==> config.mk <==
export PLATFORM = sky130hd
export DESIGN_NAME = arith_op_arbiter_flat
export DESIGN_NICKNAME = d
export VERILOG_FILES = /design/src/rtl/arith_op_arbiter_if.sv /design/src/rtl/arith_op_arbiter.sv /design/src/flat_wrapper.sv
export SDC_FILE = /design/constraint.sdc
export NUM_CORES = 1
export LEC_CHECK = 0
export CAP_MARGIN = 20
export CORE_UTILIZATION = 50
export DETAILED_ROUTE_END_ITERATION = 8
export DONT_BUFFER_PORTS = 1
export REMOVE_ABC_BUFFERS = 1
export SLEW_MARGIN = 10
export SYNTH_ARGS = -nofsm -noshare
export SYNTH_HDL_FRONTEND = slang
export SYNTH_SLANG_ARGS = --single-unit
==> constraint.sdc <==
create_clock -name iClk -period 6.65 [get_ports iClk]
set_input_delay 0.665 -clock iClk [delete_from_list [all_inputs] [get_ports iClk]]
set_output_delay 0.665 -clock iClk [all_outputs]
set_load 0.02 [all_outputs]
==> src/rtl/arith_op_arbiter_if.sv <==
// Request/response bundle for arith_op_arbiter: two requester channels and one result channel.
interface arith_op_arbiter_if #(
  parameter int WIDTH = 4
);
  logic               iReq0Valid;
  logic               oReq0Ready;
  logic [1:0]         iReq0Op;
  logic [WIDTH-1:0]   iReq0A;
  logic [WIDTH-1:0]   iReq0B;
  logic               iReq1Valid;
  logic               oReq1Ready;
  logic [1:0]         iReq1Op;
  logic [WIDTH-1:0]   iReq1A;
  logic [WIDTH-1:0]   iReq1B;
  logic               oRspValid;
  logic               iRspReady;
  logic               oRspId;
  logic [1:0]         oRspOp;
  logic [2*WIDTH-1:0] oRspData;
  logic               oRspDivZero;
  logic               oBusy;

  modport master (
    output iReq0Valid, iReq0Op, iReq0A, iReq0B,
    output iReq1Valid, iReq1Op, iReq1A, iReq1B,
    output iRspReady,
    input  oReq0Ready, oReq1Ready,
    input  oRspValid, oRspId, oRspOp, oRspData, oRspDivZero, oBusy
  );

  modport slave (
    input  iReq0Valid, iReq0Op, iReq0A, iReq0B,
    input  iReq1Valid, iReq1Op, iReq1A, iReq1B,
    input  iRspReady,
    output oReq0Ready, oReq1Ready,
    output oRspValid, oRspId, oRspOp, oRspData, oRspDivZero, oBusy
  );
endinterface

==> src/rtl/arith_op_arbiter.sv <==
// Round-robin sharing of one add/sub/mul/div unit between two requesters.
// Define ARITH_SEQ_DIV_EN for a WIDTH-cycle restoring divider instead of a combinational one.
module arith_op_arbiter #(
  parameter int WIDTH = 4
) (
  input  logic              iClk,
  input  logic              iRst,
  arith_op_arbiter_if.slave bus
);

  typedef enum logic [1:0] {IDLE, EXEC, RESP} state_t;

  state_t             state_q, state_d;
  logic               last_q, last_d;
  logic               id_q, id_d;
  logic [1:0]         op_q, op_d;
  logic [WIDTH-1:0]   a_q, a_d;
  logic [WIDTH-1:0]   b_q, b_d;
  logic               rsp_valid_q, rsp_valid_d;
  logic               rsp_id_q, rsp_id_d;
  logic [1:0]         rsp_op_q, rsp_op_d;
  logic [2*WIDTH-1:0] rsp_data_q, rsp_data_d;
  logic               rsp_dz_q, rsp_dz_d;

  logic               grant_valid, grant_id;
  logic [WIDTH:0]     sum;
  logic [WIDTH-1:0]   diff;
  logic [2*WIDTH-1:0] prod;
  logic [WIDTH-1:0]   quo, rem;
  logic [2*WIDTH-1:0] alu_data;
  logic               div_zero;

`ifdef ARITH_SEQ_DIV_EN
  localparam int CNT_W = (WIDTH > 1) ? $clog2(WIDTH) : 1;
  logic [CNT_W-1:0] cnt_q, cnt_d;
  logic [WIDTH-1:0] prem_q, prem_d;
  logic [WIDTH:0]   shifted;
  logic             qbit;
  logic [WIDTH-1:0] rem_next;
  logic [WIDTH-1:0] quo_next;
`endif

  // last_q resets to 1 so that a tie straight out of reset goes to requester 0.
  always_comb begin
    grant_valid = bus.iReq0Valid | bus.iReq1Valid;
    grant_id    = (bus.iReq0Valid && bus.iReq1Valid) ? ~last_q : bus.iReq1Valid;
  end

  assign bus.oReq0Ready  = (state_q == IDLE) && grant_valid && !grant_id;
  assign bus.oReq1Ready  = (state_q == IDLE) && grant_valid && grant_id;
  assign bus.oRspValid   = rsp_valid_q;
  assign bus.oRspId      = rsp_id_q;
  assign bus.oRspOp      = rsp_op_q;
  assign bus.oRspData    = rsp_data_q;
  assign bus.oRspDivZero = rsp_dz_q;
  assign bus.oBusy       = (state_q != IDLE);

  always_comb begin
    sum      = {1'b0, a_q} + {1'b0, b_q};
    diff     = a_q - b_q;
    prod     = {{WIDTH{1'b0}}, a_q} * {{WIDTH{1'b0}}, b_q};
    div_zero = (op_q == 2'b11) && (b_q == '0);
`ifdef ARITH_SEQ_DIV_EN
    quo      = '1;
    rem      = a_q;
`else
    quo      = div_zero ? '1  : a_q / b_q;
    rem      = div_zero ? a_q : a_q % b_q;
`endif
    case (op_q)
      2'b00:   alu_data = {{(WIDTH-1){1'b0}}, sum};
      2'b01:   alu_data = {{WIDTH{1'b0}}, diff};
      2'b10:   alu_data = prod;
      default: alu_data = {rem, quo};
    endcase
  end

`ifdef ARITH_SEQ_DIV_EN
  // One restoring step: the dividend shifts out of a_q while quotient bits shift in.
  always_comb begin
    shifted  = {prem_q, a_q[WIDTH-1]};
    qbit     = (shifted >= {1'b0, b_q});
    rem_next = qbit ? (shifted[WIDTH-1:0] - b_q) : shifted[WIDTH-1:0];
    quo_next = {a_q[WIDTH-2:0], qbit};
  end
`endif

  always_comb begin
    state_d     = state_q;
    last_d      = last_q;
    id_d        = id_q;
    op_d        = op_q;
    a_d         = a_q;
    b_d         = b_q;
    rsp_valid_d = rsp_valid_q;
    rsp_id_d    = rsp_id_q;
    rsp_op_d    = rsp_op_q;
    rsp_data_d  = rsp_data_q;
    rsp_dz_d    = rsp_dz_q;
`ifdef ARITH_SEQ_DIV_EN
    cnt_d       = cnt_q;
    prem_d      = prem_q;
`endif
    case (state_q)
      IDLE: begin
        if (grant_valid) begin
          id_d    = grant_id;
          last_d  = grant_id;
          op_d    = grant_id ? bus.iReq1Op : bus.iReq0Op;
          a_d     = grant_id ? bus.iReq1A  : bus.iReq0A;
          b_d     = grant_id ? bus.iReq1B  : bus.iReq0B;
          state_d = EXEC;
`ifdef ARITH_SEQ_DIV_EN
          cnt_d   = CNT_W'(WIDTH - 1);
          prem_d  = '0;
`endif
        end
      end
      EXEC: begin
        rsp_id_d = id_q;
        rsp_op_d = op_q;
        rsp_dz_d = div_zero;
`ifdef ARITH_SEQ_DIV_EN
        if ((op_q == 2'b11) && !div_zero) begin
          a_d    = quo_next;
          prem_d = rem_next;
          if (cnt_q == '0) begin
            rsp_data_d  = {rem_next, quo_next};
            rsp_valid_d = 1'b1;
            state_d     = RESP;
          end else begin
            cnt_d = cnt_q - 1'b1;
          end
        end else begin
          rsp_data_d  = alu_data;
          rsp_valid_d = 1'b1;
          state_d     = RESP;
        end
`else
        rsp_data_d  = alu_data;
        rsp_valid_d = 1'b1;
        state_d     = RESP;
`endif
      end
      RESP: begin
        if (bus.iRspReady) begin
          rsp_valid_d = 1'b0;
          state_d     = IDLE;
        end
      end
      default: state_d = IDLE;
    endcase
  end

  always_ff @(posedge iClk or posedge iRst) begin
    if (iRst) begin
      state_q     <= IDLE;
      last_q      <= 1'b1;
      id_q        <= 1'b0;
      op_q        <= '0;
      a_q         <= '0;
      b_q         <= '0;
      rsp_valid_q <= 1'b0;
      rsp_id_q    <= 1'b0;
      rsp_op_q    <= '0;
      rsp_data_q  <= '0;
      rsp_dz_q    <= 1'b0;
`ifdef ARITH_SEQ_DIV_EN
      cnt_q       <= '0;
      prem_q      <= '0;
`endif
    end else begin
      state_q     <= state_d;
      last_q      <= last_d;
      id_q        <= id_d;
      op_q        <= op_d;
      a_q         <= a_d;
      b_q         <= b_d;
      rsp_valid_q <= rsp_valid_d;
      rsp_id_q    <= rsp_id_d;
      rsp_op_q    <= rsp_op_d;
      rsp_data_q  <= rsp_data_d;
      rsp_dz_q    <= rsp_dz_d;
`ifdef ARITH_SEQ_DIV_EN
      cnt_q       <= cnt_d;
      prem_q      <= prem_d;
`endif
    end
  end

endmodule

==> src/flat_wrapper.sv <==
// flat-port wrapper written by rule: the top's interface ports become plain ports
module arith_op_arbiter_flat 
#(
  parameter int WIDTH = 4
)
  (iClk, iRst, bus_iReq0Valid, bus_iReq0Op, bus_iReq0A, bus_iReq0B, bus_iReq1Valid, bus_iReq1Op, bus_iReq1A, bus_iReq1B, bus_iRspReady, bus_oReq0Ready, bus_oReq1Ready, bus_oRspValid, bus_oRspId, bus_oRspOp, bus_oRspData, bus_oRspDivZero, bus_oBusy);
  arith_op_arbiter_if #(.WIDTH(WIDTH)) bus_i ();
  input  logic iClk;
  input  logic iRst;
  input wire logic [$bits(bus_i.iReq0Valid)-1:0] bus_iReq0Valid;
  input wire logic [$bits(bus_i.iReq0Op)-1:0] bus_iReq0Op;
  input wire logic [$bits(bus_i.iReq0A)-1:0] bus_iReq0A;
  input wire logic [$bits(bus_i.iReq0B)-1:0] bus_iReq0B;
  input wire logic [$bits(bus_i.iReq1Valid)-1:0] bus_iReq1Valid;
  input wire logic [$bits(bus_i.iReq1Op)-1:0] bus_iReq1Op;
  input wire logic [$bits(bus_i.iReq1A)-1:0] bus_iReq1A;
  input wire logic [$bits(bus_i.iReq1B)-1:0] bus_iReq1B;
  input wire logic [$bits(bus_i.iRspReady)-1:0] bus_iRspReady;
  output wire logic [$bits(bus_i.oReq0Ready)-1:0] bus_oReq0Ready;
  output wire logic [$bits(bus_i.oReq1Ready)-1:0] bus_oReq1Ready;
  output wire logic [$bits(bus_i.oRspValid)-1:0] bus_oRspValid;
  output wire logic [$bits(bus_i.oRspId)-1:0] bus_oRspId;
  output wire logic [$bits(bus_i.oRspOp)-1:0] bus_oRspOp;
  output wire logic [$bits(bus_i.oRspData)-1:0] bus_oRspData;
  output wire logic [$bits(bus_i.oRspDivZero)-1:0] bus_oRspDivZero;
  output wire logic [$bits(bus_i.oBusy)-1:0] bus_oBusy;
  assign bus_i.iReq0Valid = bus_iReq0Valid;
  assign bus_i.iReq0Op = bus_iReq0Op;
  assign bus_i.iReq0A = bus_iReq0A;
  assign bus_i.iReq0B = bus_iReq0B;
  assign bus_i.iReq1Valid = bus_iReq1Valid;
  assign bus_i.iReq1Op = bus_iReq1Op;
  assign bus_i.iReq1A = bus_iReq1A;
  assign bus_i.iReq1B = bus_iReq1B;
  assign bus_i.iRspReady = bus_iRspReady;
  assign bus_oReq0Ready = bus_i.oReq0Ready;
  assign bus_oReq1Ready = bus_i.oReq1Ready;
  assign bus_oRspValid = bus_i.oRspValid;
  assign bus_oRspId = bus_i.oRspId;
  assign bus_oRspOp = bus_i.oRspOp;
  assign bus_oRspData = bus_i.oRspData;
  assign bus_oRspDivZero = bus_i.oRspDivZero;
  assign bus_oBusy = bus_i.oBusy;
  arith_op_arbiter #(.WIDTH(WIDTH)) u_core (.iClk(iClk), .iRst(iRst), .bus(bus_i));
endmodule
==> results by group, run 1 <==
Synth
  • Register area share after synthesis: 28.2%
  • Post-synth top area share: 27.1%
  • Yosys cell types: 48
  • Largest area contributor in the netlist: dfrtp_1
  • Ys async rst share: 100%
  • Post-synth EDFFs: 0
  • Cell count after synthesis: 260
  • Post-synth top flop: dfrtp_1
  • Syn Area/Cell: 9.22 um2
  • Ys Warns: 0
  • Register bit total from synthesis: 27
  • Synthesized area: 0.00240 mm2
  • Largest cells by area after synthesis: dfrtp_1, ha_1, fa_1

Worst setup path
  • Slowest stage cell, crit path: dfrtp_1
  • Crit path DAT: 5.02 ns
  • Kind of critical path: flip-flop to flip-flop
  • Worst Path Buf+Inv: 1
  • R2R Setup Slk: 1.77 ns
  • Crit-path most repeated cell: ha_1
  • Worst EP required: 6.79 ns
  • Startpoint Class: flip-flop
  • Critical-path maximum fanout: 9
  • CP max stage delay: 0.58 ns
  • CP top delay family: compound AO/OA/AOI/OAI gates
  • CP Capture Type: flip-flop
  • Critical-path cell list: inv_1 -> ha_1 -> nor4b_2 -> a2bb2oi_2 -> ha_1 -> o21a_1 -> o211ai_2 -> mux2_2 -> ha_1 -> o211ai_1 -> a21oi_1 -> mux2_1 -> ha_1 -> nand2_1 -> o21ai_0 -> nor2b_4 -> mux2i_1 -> a2bb2oi_1 -> o21ai_1

Timing
  • Unrepaired setup endpoints after global routing: no
  • Max Clock Freq: 205 MHz
  • Setup TNS Final: 0 ns
  • Tightest Pin Transition: 1.04 ns
  • Crit path time final: 4.88 ns
  • Final hold violations: 0
  • Final setup margin: 1.77 ns
  • Share of the cycle needed by the critical path after routing: 73.4%
  • Skew final: 0.00467 ns
  • Final Max Tran Viols: 0
  • Max-slew headroom: 30.5%
  • Hold WS: 0.215 ns
  • Final setup viols: 0

Routing
  • Iter 0 DRT Violations: 145
  • Post-Route WL: 5240 um
  • Via count: 1812
  • Wire per inst: 17.1 um
  • DRC viols: 1
  • Drt first pass iters: 6
  • Antenna-violating nets left: 0
  • Via-per-instance ratio: 5.90

CTS
  • Hold_buf cts: 0
  • Clock tree sinks: 27
  • CTS tree: yes
  • Clock slew at reported path FFs: 0.09 ns
  • Post-CTS setup buffers: 0
  • CTS Buf Count: 3
  • Root buffer cell: clkbuf_8
  • H-tree levels: 1
  • Post-cts resize count: 0
  • Clock Latency Late Sink: 0.27 ns
  • Max clock buf depth: 2

Die
  • Die Wd: 71.2 um
  • Initial Utilization: 53.6%
  • Die area: 0.00508 mm2
  • Core area: 0.00447 mm2
  • # IOs: 41
  • Rows: 24
  • Die H: 71.2 um

Final layout
  • Nets: 321
  • Share of layout cells above drive strength 1: 9.02%
  • Layout area overhead: 3.39%
  • Most common cell after layout, fill and taps aside: ha_1
  • Most frequent cells in the layout: ha_1, inv_1, dfrtp_1, a21oi_1, nand2_1
  • Diodes inserted: 0

GRT
  • Initial antenna violation count: 0
  • All-Layer GR Usage: 22.5%
  • Vias in the first global route: 1880
  • Largest net degree at the start of global routing: 28
  • Global route total overflow: 0
  • First-pass GRT wire length: 8870 um

Placement
  • IO Port Bufs: 0
  • GP Congestion: 0.896
  • Post-place setup slack: 1.82 ns
  • Detailed-placement wirelength estimate: 4050 um

Run status
  • Failing checks: DRC
  • Status: finished with violations

Flow run
  • Max-Cap Viols: 0

Worst hold path
  • Classification of the worst-slack hold path: input port to async pin
[per-layer routing]
layer	vias to the layer above	routed length, um	GRT usage, %
li1	903	-	-
met1	842	2470	31.6
met2	58	2420	36.2
met3	9	275	4.08
met4	0	77	5.56
met5	-	0	0
[Yosys cell counts, types with 2 or more instances]
cell type	instances
ha_1	33
inv_1	31
dfrtp_1	26
a21oi_1	22
nand2_1	22
nor2_1	19
a222oi_1	10
o21ai_0	9
a21o_1	7
fa_1	7
xnor2_1	7
clkbuf_1	6
nor2b_1	5
a211oi_1	4
buf_6	4
inv_2	4
mux2i_1	4
a31oi_1	3
xor2_1	3
and2_1	2
nand2b_1	2
nand3_1	2
o21ai_1	2
o21bai_1	2
[sequential cells by signal, summed over array words and instances (netlist names)]
| register | flops |
|---|---|
| u_core.bus.oRspId | 1 |
| u_core.id_q | 1 |
| u_core.a_q | 4 |
| u_core.bus.oRspOp | 2 |
| u_core.bus.oRspValid | 1 |
| u_core.bus.oRspData | 8 |
| u_core.last_q | 1 |
| u_core.op_q | 2 |
| u_core.state_q | 2 |
| u_core.b_q | 4 |
| u_core.bus.oRspDivZero | 1 |
[through the flow]
stage	instances	utilization [%]	area, um2
global route	307	55.4	2480
detailed placement	302	53.7	2400
CTS	306	54.8	2450
finish	307	55.4	2480
floorplan	249	-	2320
global placement	302	53.7	2400
[final cells by class]
class	instances	area (um2)
multi-input combinational	187	1520
clock buffer	3	41.3
fill	401	2000
tap	52	65.1
clock inverter	1	7.51
sequential	27	677
inverter	35	131
timing repair buffer	2	35.0
[worst reg2reg max path, cell delays in order (launching register included)]
cell and delay [ns]:
dfrtp_1 0.58, inv_1 0.19, ha_1 0.25, nor4b_2 0.17, a2bb2oi_2 0.16, ha_1 0.30, o21a_1 0.12, o211ai_2 0.21
mux2_2 0.38, ha_1 0.34, o211ai_1 0.10, a21oi_1 0.26, mux2_1 0.40, ha_1 0.35, nand2_1 0.06, o21ai_0 0.29
nor2b_4 0.26, mux2i_1 0.09, a2bb2oi_1 0.18, o21ai_1 0.07
[worst paths after layout]
| check | start | end | depth (start not counted) |
|---|---|---|---|
| setup / recovery | u_core.b_q[0]$_DFFE_PP0P_ | u_core.bus.oRspData[4]$_DFFE_PP0P_ | 19 |
| hold / removal | iRst | u_core.bus.oRspData[1]$_DFFE_PP0P_ | 1 |
| setup reg to reg | u_core.b_q[0]$_DFFE_PP0P_ | u_core.bus.oRspData[4]$_DFFE_PP0P_ | 19 |
| hold reg to reg | u_core.id_q$_DFFE_PP0P_ | u_core.id_q$_DFFE_PP0P_ | 1 |
| max in group asynchronous | iRst | u_core.last_q$_DFFE_PP1P_ | 2 |
| min in group iClk | u_core.id_q$_DFFE_PP0P_ | u_core.id_q$_DFFE_PP0P_ | 1 |
[kinds of logic after synthesis]
logic type | share of synthesized area, %
buf+inv | 8.51
simple gates | 12.6
mux | 2.61
flops | 28.2
xor+xnor | 3.65
fa+ha+maj | 23.1
compound gates | 21.3
Power of run 1 is left out: the tool's default activity adds up to more than one toggle a clock period on the data nets, which glitch-free logic cannot reach.
==> run 2, diff against run 1 <==
- PLACE_DENSITY: default -> 0.68
- clock period: 6.65 -> 4.09 ns (I/O delays scaled with it)
==> run 2 against run 1 <==
The flow finishes with violations (DRC, hold timing, setup timing). Fmax up 19%. Worst setup slack worse by 1.8 ns. Global-route usage rose by 1.2 points. Register-to-register slack worse by 1.8 ns. Cell count grew 12%. Critical path type unchanged. Non-clock buffer count up 36. Utilization increased by 9.0 points.
==> results by group, run 2 (synthesis results as in run 1) <==
Run status
  • Status: finished with violations
  • Failing checks: DRC, hold timing, setup timing

Timing
  • Hold WS: -0.00762 ns (-0.223 ns)
  • Max-slew headroom: 31.3% (+0.89 points)
  • Skew final: 0.00189 ns (-0.00278 ns)
  • Tightest Pin Transition: 1.03 ns (-0.0133 ns)
  • Final hold violations: 7 (+7)
  • Final Max Tran Viols: 0 (unchanged)
  • Max Clock Freq: 243 MHz (+19%)
  • Unrepaired setup endpoints after global routing: yes
  • Final setup viols: 2 (+2)
  • Share of the cycle needed by the critical path after routing: 100% (+27 points)
  • Final setup margin: -0.0178 ns (-1.79 ns)
  • Crit path time final: 4.11 ns (-0.773 ns)

Final layout
  • Nets: 357 (+11%)
  • Design area: 0.00288 mm2 (+16%)
  • Final core occ: 64.4% (+9.0 points)
  • Max reg flops: 8 (unchanged)
  • Share of layout cells above drive strength 1: 26.1% (+17 points)
  • Diodes inserted: 0 (unchanged)
  • Most frequent cells in the layout: buf_4, inv_1, ha_1, dfrtp_1, nand2_1
  • Most common cell after layout, fill and taps aside: buf_4
  • Layout area overhead: 20.1%

Routing
  • DRC viols: 2 (+1)
  • Max Used Layer: met4
  • Met3 Routed Length: 202 um (-27%)
  • Via-per-instance ratio: 5.63 (-4.6%)
  • Drt first pass iters: 6 (unchanged)
  • Met1 WL: 2740 um (+11%)
  • Antenna-violating nets left: 0 (unchanged)
  • Met2 WL: 2460 um (+2.0%)
  • Via count: 1932 (+6.6%)
  • Post-Route WL: 5500 um (+4.9%)
  • Wire per inst: 16.0 um (-6.1%)
  • Iter 0 DRT Violations: 108 (-26%)

Worst setup path
  • Worst EP required: 4.25 ns (-2.54 ns)
  • Kind of critical path: flip-flop to flip-flop
  • R2R Setup Slk: -0.02 ns (-1.79 ns)
  • Startpoint Class: flip-flop
  • Critical-path maximum fanout: 4 (-5)
  • CP Capture Type: flip-flop
  • Crit path DAT: 4.27 ns (-0.75 ns)

Placement
  • GP Congestion: 0.919 (+2.6%)
  • Detailed-placement wirelength estimate: 4270 um (+5.6%)
  • Post-place setup slack: -0.324 ns (-2.15 ns)
  • IO Port Bufs: 0 (unchanged)
  • Dpl cell area: 0.00263 mm2 (+9.4%)

CTS
  • Clock Latency Late Sink: 0.27 ns (about the same)
  • Max clock buf depth: 2 (unchanged)
  • Clock slew at reported path FFs: 0.09 ns (about the same)
  • Root buffer cell: clkbuf_8
  • CTS tree: yes
  • Hold_buf cts: 0 (unchanged)
  • CTS Buf Count: 3 (unchanged)
  • H-tree levels: 1 (unchanged)
  • Clock tree sinks: 27 (unchanged)

Die
  • Core area: 0.00447 mm2 (unchanged)
  • Initial Utilization: 53.6% (unchanged)
  • Die Wd: 71.2 um (unchanged)
  • # IOs: 41 (unchanged)
  • Rows: 24 (unchanged)
  • Die area: 0.00508 mm2 (unchanged)
  • Die H: 71.2 um (unchanged)

GRT
  • All-Layer GR Usage: 23.7% (+1.2 points)
  • Vias in the first global route: 1928 (+2.6%)
  • Largest net degree at the start of global routing: 28 (unchanged)
  • First-pass GRT wire length: 9360 um (+5.6%)
  • Global route total overflow: 0 (unchanged)
  • Initial antenna violation count: 0 (unchanged)

Worst hold path
  • Classification of the worst-slack hold path: input port to async pin

Flow run
  • Max-Cap Viols: 0 (unchanged)
==> run 2: worst max-delay path: stages, from the launching register on <==
cell and delay (ns):
dfrtp_1 0.40, inv_2 0.08, ha_4 0.12, nor4b_4 0.19, a2bb2oi_2 0.18, ha_1 0.27
o21a_1 0.12, o211ai_2 0.20, mux2_4 0.35, ha_4 0.28, o211ai_1 0.09, a21oi_2 0.25
nor2_1 0.08, a21oi_2 0.20, ha_1 0.30, a21oi_2 0.15, o21ai_2 0.07, nor2b_4 0.14
a221o_1 0.30, a221oi_2 0.17, a21oi_1 0.06
==> run 2: what timing repair did <==
| item | 4_1_cts | 5_1_grt |
|---|---|---|
| gates resized for setup | 15 | 9 |
| buffers inserted | 4 | 2 |
| pin swaps | 14 | 17 |
| setup endpoints to repair | 5 | 5 |
==> run 2: stage by stage <==
stage                     std cells  setup TNS (ns)
after floorplan                 249          -0.958
after global placement          332          -0.483
after detailed placement        332           -1.24
final                           343         -0.0275
after global routing            343          -0.849
after CTS                       340         -0.0930
==> run 2: layout make-up <==
type | instances | area (um2)
Fill cell | 388 | 1590
Clock inverter | 1 | 5.00
Inverter | 35 | 131
Clock buffer | 3 | 41.3
Timing Repair Buffer | 38 | 305
Sequential cell | 27 | 677
Tap cell | 52 | 65.1
Multi-Input combinational cell | 187 | 1660
==> run 2: metal layers <==
metal	GRT usage [%]	up-vias
met1	33.8	912
li1	-	968
met2	38.9	46
met5	0	-
met4	4.89	0
met3	3.23	6
==> run 2: final timing paths <==
kind | startpoint | endpoint | cells after the start
worst min register to register | u_core.id_q$_DFFE_PP0P_ | u_core.bus.oRspId$_DFFE_PP0P_ | 2
worst max register to register | u_core.b_q[0]$_DFFE_PP0P_ | u_core.bus.oRspData[6]$_DFFE_PP0P_ | 20
worst max-delay path | u_core.b_q[0]$_DFFE_PP0P_ | u_core.bus.oRspData[6]$_DFFE_PP0P_ | 20
max in group asynchronous | iRst | u_core.last_q$_DFFE_PP1P_ | 2
min in group iClk | bus_iReq0B[2] | u_core.b_q[2]$_DFFE_PP0P_ | 2
worst min-delay path | iRst | u_core.bus.oRspOp[0]$_DFFE_PP0P_ | 1
Power of run 2 is left out for the same reason.
==> run 3, diff against run 2 <==
- PLACE_DENSITY: 0.68 -> default
- PLACE_DENSITY_LB_ADDON: default -> 0.2
==> run 3 against run 2 <==
The flow finishes with violations (setup timing). First-iteration DRC count grew 73%. Non-clock buffer count is 3 higher. Clock skew up 0.0023 ns. Fmax shrank 3.2%.
==> results by group, run 3 (synthesis results as in run 1) <==
Final layout
  • Most common cell after layout, fill and taps aside: buf_4
  • Max reg flops: 8 (unchanged)
  • Nets: 360 (+0.84%)
  • Share of layout cells above drive strength 1: 27.2% (+1.1 points)
  • Diodes inserted: 0 (unchanged)
  • Fillcell total: 370 (-4.6%)
  • Layout area overhead: 22.4%
  • Most frequent cells in the layout: buf_4, inv_1, ha_1, dfrtp_1, nand2_1

Placement
  • IO Port Bufs: 0 (unchanged)
  • Detailed-placement wirelength estimate: 4290 um (+0.33%)
  • GP Congestion: 0.926 (+0.84%)

Worst hold path
  • Min-delay src: bus_iReq0B[2]
  • Classification of the worst-slack hold path: input port to flip-flop

Routing
  • Antenna-violating nets left: 0 (unchanged)
  • Post-Route WL: 6030 um (+9.8%)
  • Wire per inst: 17.4 um (+8.8%)
  • Via count: 2042 (+5.7%)
  • Drt first pass iters: 8 (+2)
  • Iter 0 DRT Violations: 187 (+73%)
  • DRC viols: 0 (-2)
  • Via-per-instance ratio: 5.90 (+4.8%)

GRT
  • Vias in the first global route: 1970 (+2.2%)
  • First-pass GRT wire length: 9630 um (+2.8%)
  • Initial antenna violation count: 0 (unchanged)
  • Largest net degree at the start of global routing: 28 (unchanged)
  • All-Layer GR Usage: 24.7% (+0.94 points)
  • Global route total overflow: 0 (unchanged)

Flow run
  • Max-Cap Viols: 0 (unchanged)

Worst setup path
  • Crit path DAT: 4.41 ns (+0.14 ns)
  • Kind of critical path: flip-flop to flip-flop
  • Critical path startpoint: u_core.b_q[0]$_DFFE_PP0P_
  • Worst EP required: 4.26 ns (about the same)
  • R2r startpoint: u_core.b_q[0]$_DFFE_PP0P_
  • Critical-path maximum fanout: 4 (unchanged)
  • Startpoint Class: flip-flop
  • CP Capture Type: flip-flop

Timing
  • Crit path time final: 4.25 ns (+0.137 ns)
  • Skew final: 0.00418 ns (+0.00230 ns)
  • Unrepaired setup endpoints after global routing: yes
  • Final setup viols: 5 (+3)
  • Final setup margin: -0.155 ns (-0.137 ns)
  • Max Clock Freq: 236 MHz (-3.2%)
  • Tightest Pin Transition: 1.03 ns (+0.00460 ns)
  • Share of the cycle needed by the critical path after routing: 104% (+3.4 points)
  • Hold WS: 0.266 ns (+0.273 ns)
  • Max-slew headroom: 31.0% (-0.31 points)
  • Final Max Tran Viols: 0 (unchanged)
  • Final hold violations: 0 (-7)

Die
  • Core area: 0.00447 mm2 (unchanged)
  • Die H: 71.2 um (unchanged)
  • Die Wd: 71.2 um (unchanged)
  • Initial Utilization: 53.6% (unchanged)
  • # IOs: 41 (unchanged)
  • Rows: 24 (unchanged)
  • Die area: 0.00508 mm2 (unchanged)

CTS
  • Clock slew at reported path FFs: 0.10 ns (about the same)
  • Clock Latency Late Sink: 0.28 ns (about the same)
  • Clock tree sinks: 27 (unchanged)
  • Max clock buf depth: 2 (unchanged)
  • CTS tree: yes
  • H-tree levels: 1 (unchanged)
  • CTS Buf Count: 3 (unchanged)
  • Root buffer cell: clkbuf_8

Run status
  • Status: finished with violations
  • Failing checks: setup timing
[run 3: routing by layer]
layer / track usage (%) / vias up / routed length [um]
met5: 0 / - / 0
met4: 9.33 / 0 / 175
met3: 4.50 / 14 / 348
met2: 40.1 / 89 / 2910
met1: 33.0 / 959 / 2600
li1: - / 980 / -
[run 3: worst paths after layout]
check | to | slack, ns | cells after the start
min reg2reg | u_core.bus.oRspId$_DFFE_PP0P_ | 0.49 | 2
max | u_core.bus.oRspData[6]$_DFFE_PP0P_ | -0.16 | 20
min | u_core.b_q[2]$_DFFE_PP0P_ | 0.27 | 2
max reg2reg | u_core.bus.oRspData[6]$_DFFE_PP0P_ | -0.16 | 20
min in group asynchronous | u_core.bus.oRspData[1]$_DFFE_PP0P_ | 0.52 | 2
max in group asynchronous | u_core.last_q$_DFFE_PP1P_ | 3.09 | 3
[run 3: per-stage QoR]
step,util (%),TNS (ns),worst slack (ns),area [um2],std cells
after global placement,58.4,-0.559,-0.147,2610,330
after detailed placement,58.4,-1.49,-0.357,2610,330
final,65.6,-0.479,-0.155,2940,346
after CTS,62.7,-0.0183,-0.0183,2810,340
after floorplan,-,-0.958,-0.262,2320,249
after global routing,65.6,-1.35,-0.338,2940,346
[run 3: final cells by class]
class	count	area [um2]	share of cell area, %
Tap cell	52	65.1	2.22
Sequential cell	27	677	23.1
Clock buffer	3	41.3	1.41
Multi-Input combinational cell	187	1680	57.2
Inverter	35	131	4.48
Timing Repair Buffer	41	334	11.4
Clock inverter	1	8.76	0.298
[run 3: timing repair]
item | in CTS | in global routing
hold buffers | 0 | 1
gates resized for setup | 19 | 9
setup buffers | 6 | 4
setup endpoints to repair | 5 | 5
pin swaps | 15 | 11
endpoints found under the hold margin | 0 | 5
[run 3: critical path, stage by stage (launching register included)]
cell	delay, ns
dfrtp_1	0.40
inv_2	0.08
ha_4	0.12
nor4b_4	0.19
a2bb2oi_2	0.20
ha_1	0.28
o21a_1	0.13
o211ai_2	0.23
mux2_4	0.35
ha_4	0.29
o211ai_1	0.10
a21oi_2	0.25
buf_4	0.17
a21oi_4	0.07
fa_2	0.37
a21oi_2	0.14
o21ai_2	0.07
nor2b_4	0.14
a221o_1	0.31
a221oi_2	0.18
a21oi_1	0.06
Power of run 3 is left out for the same reason.
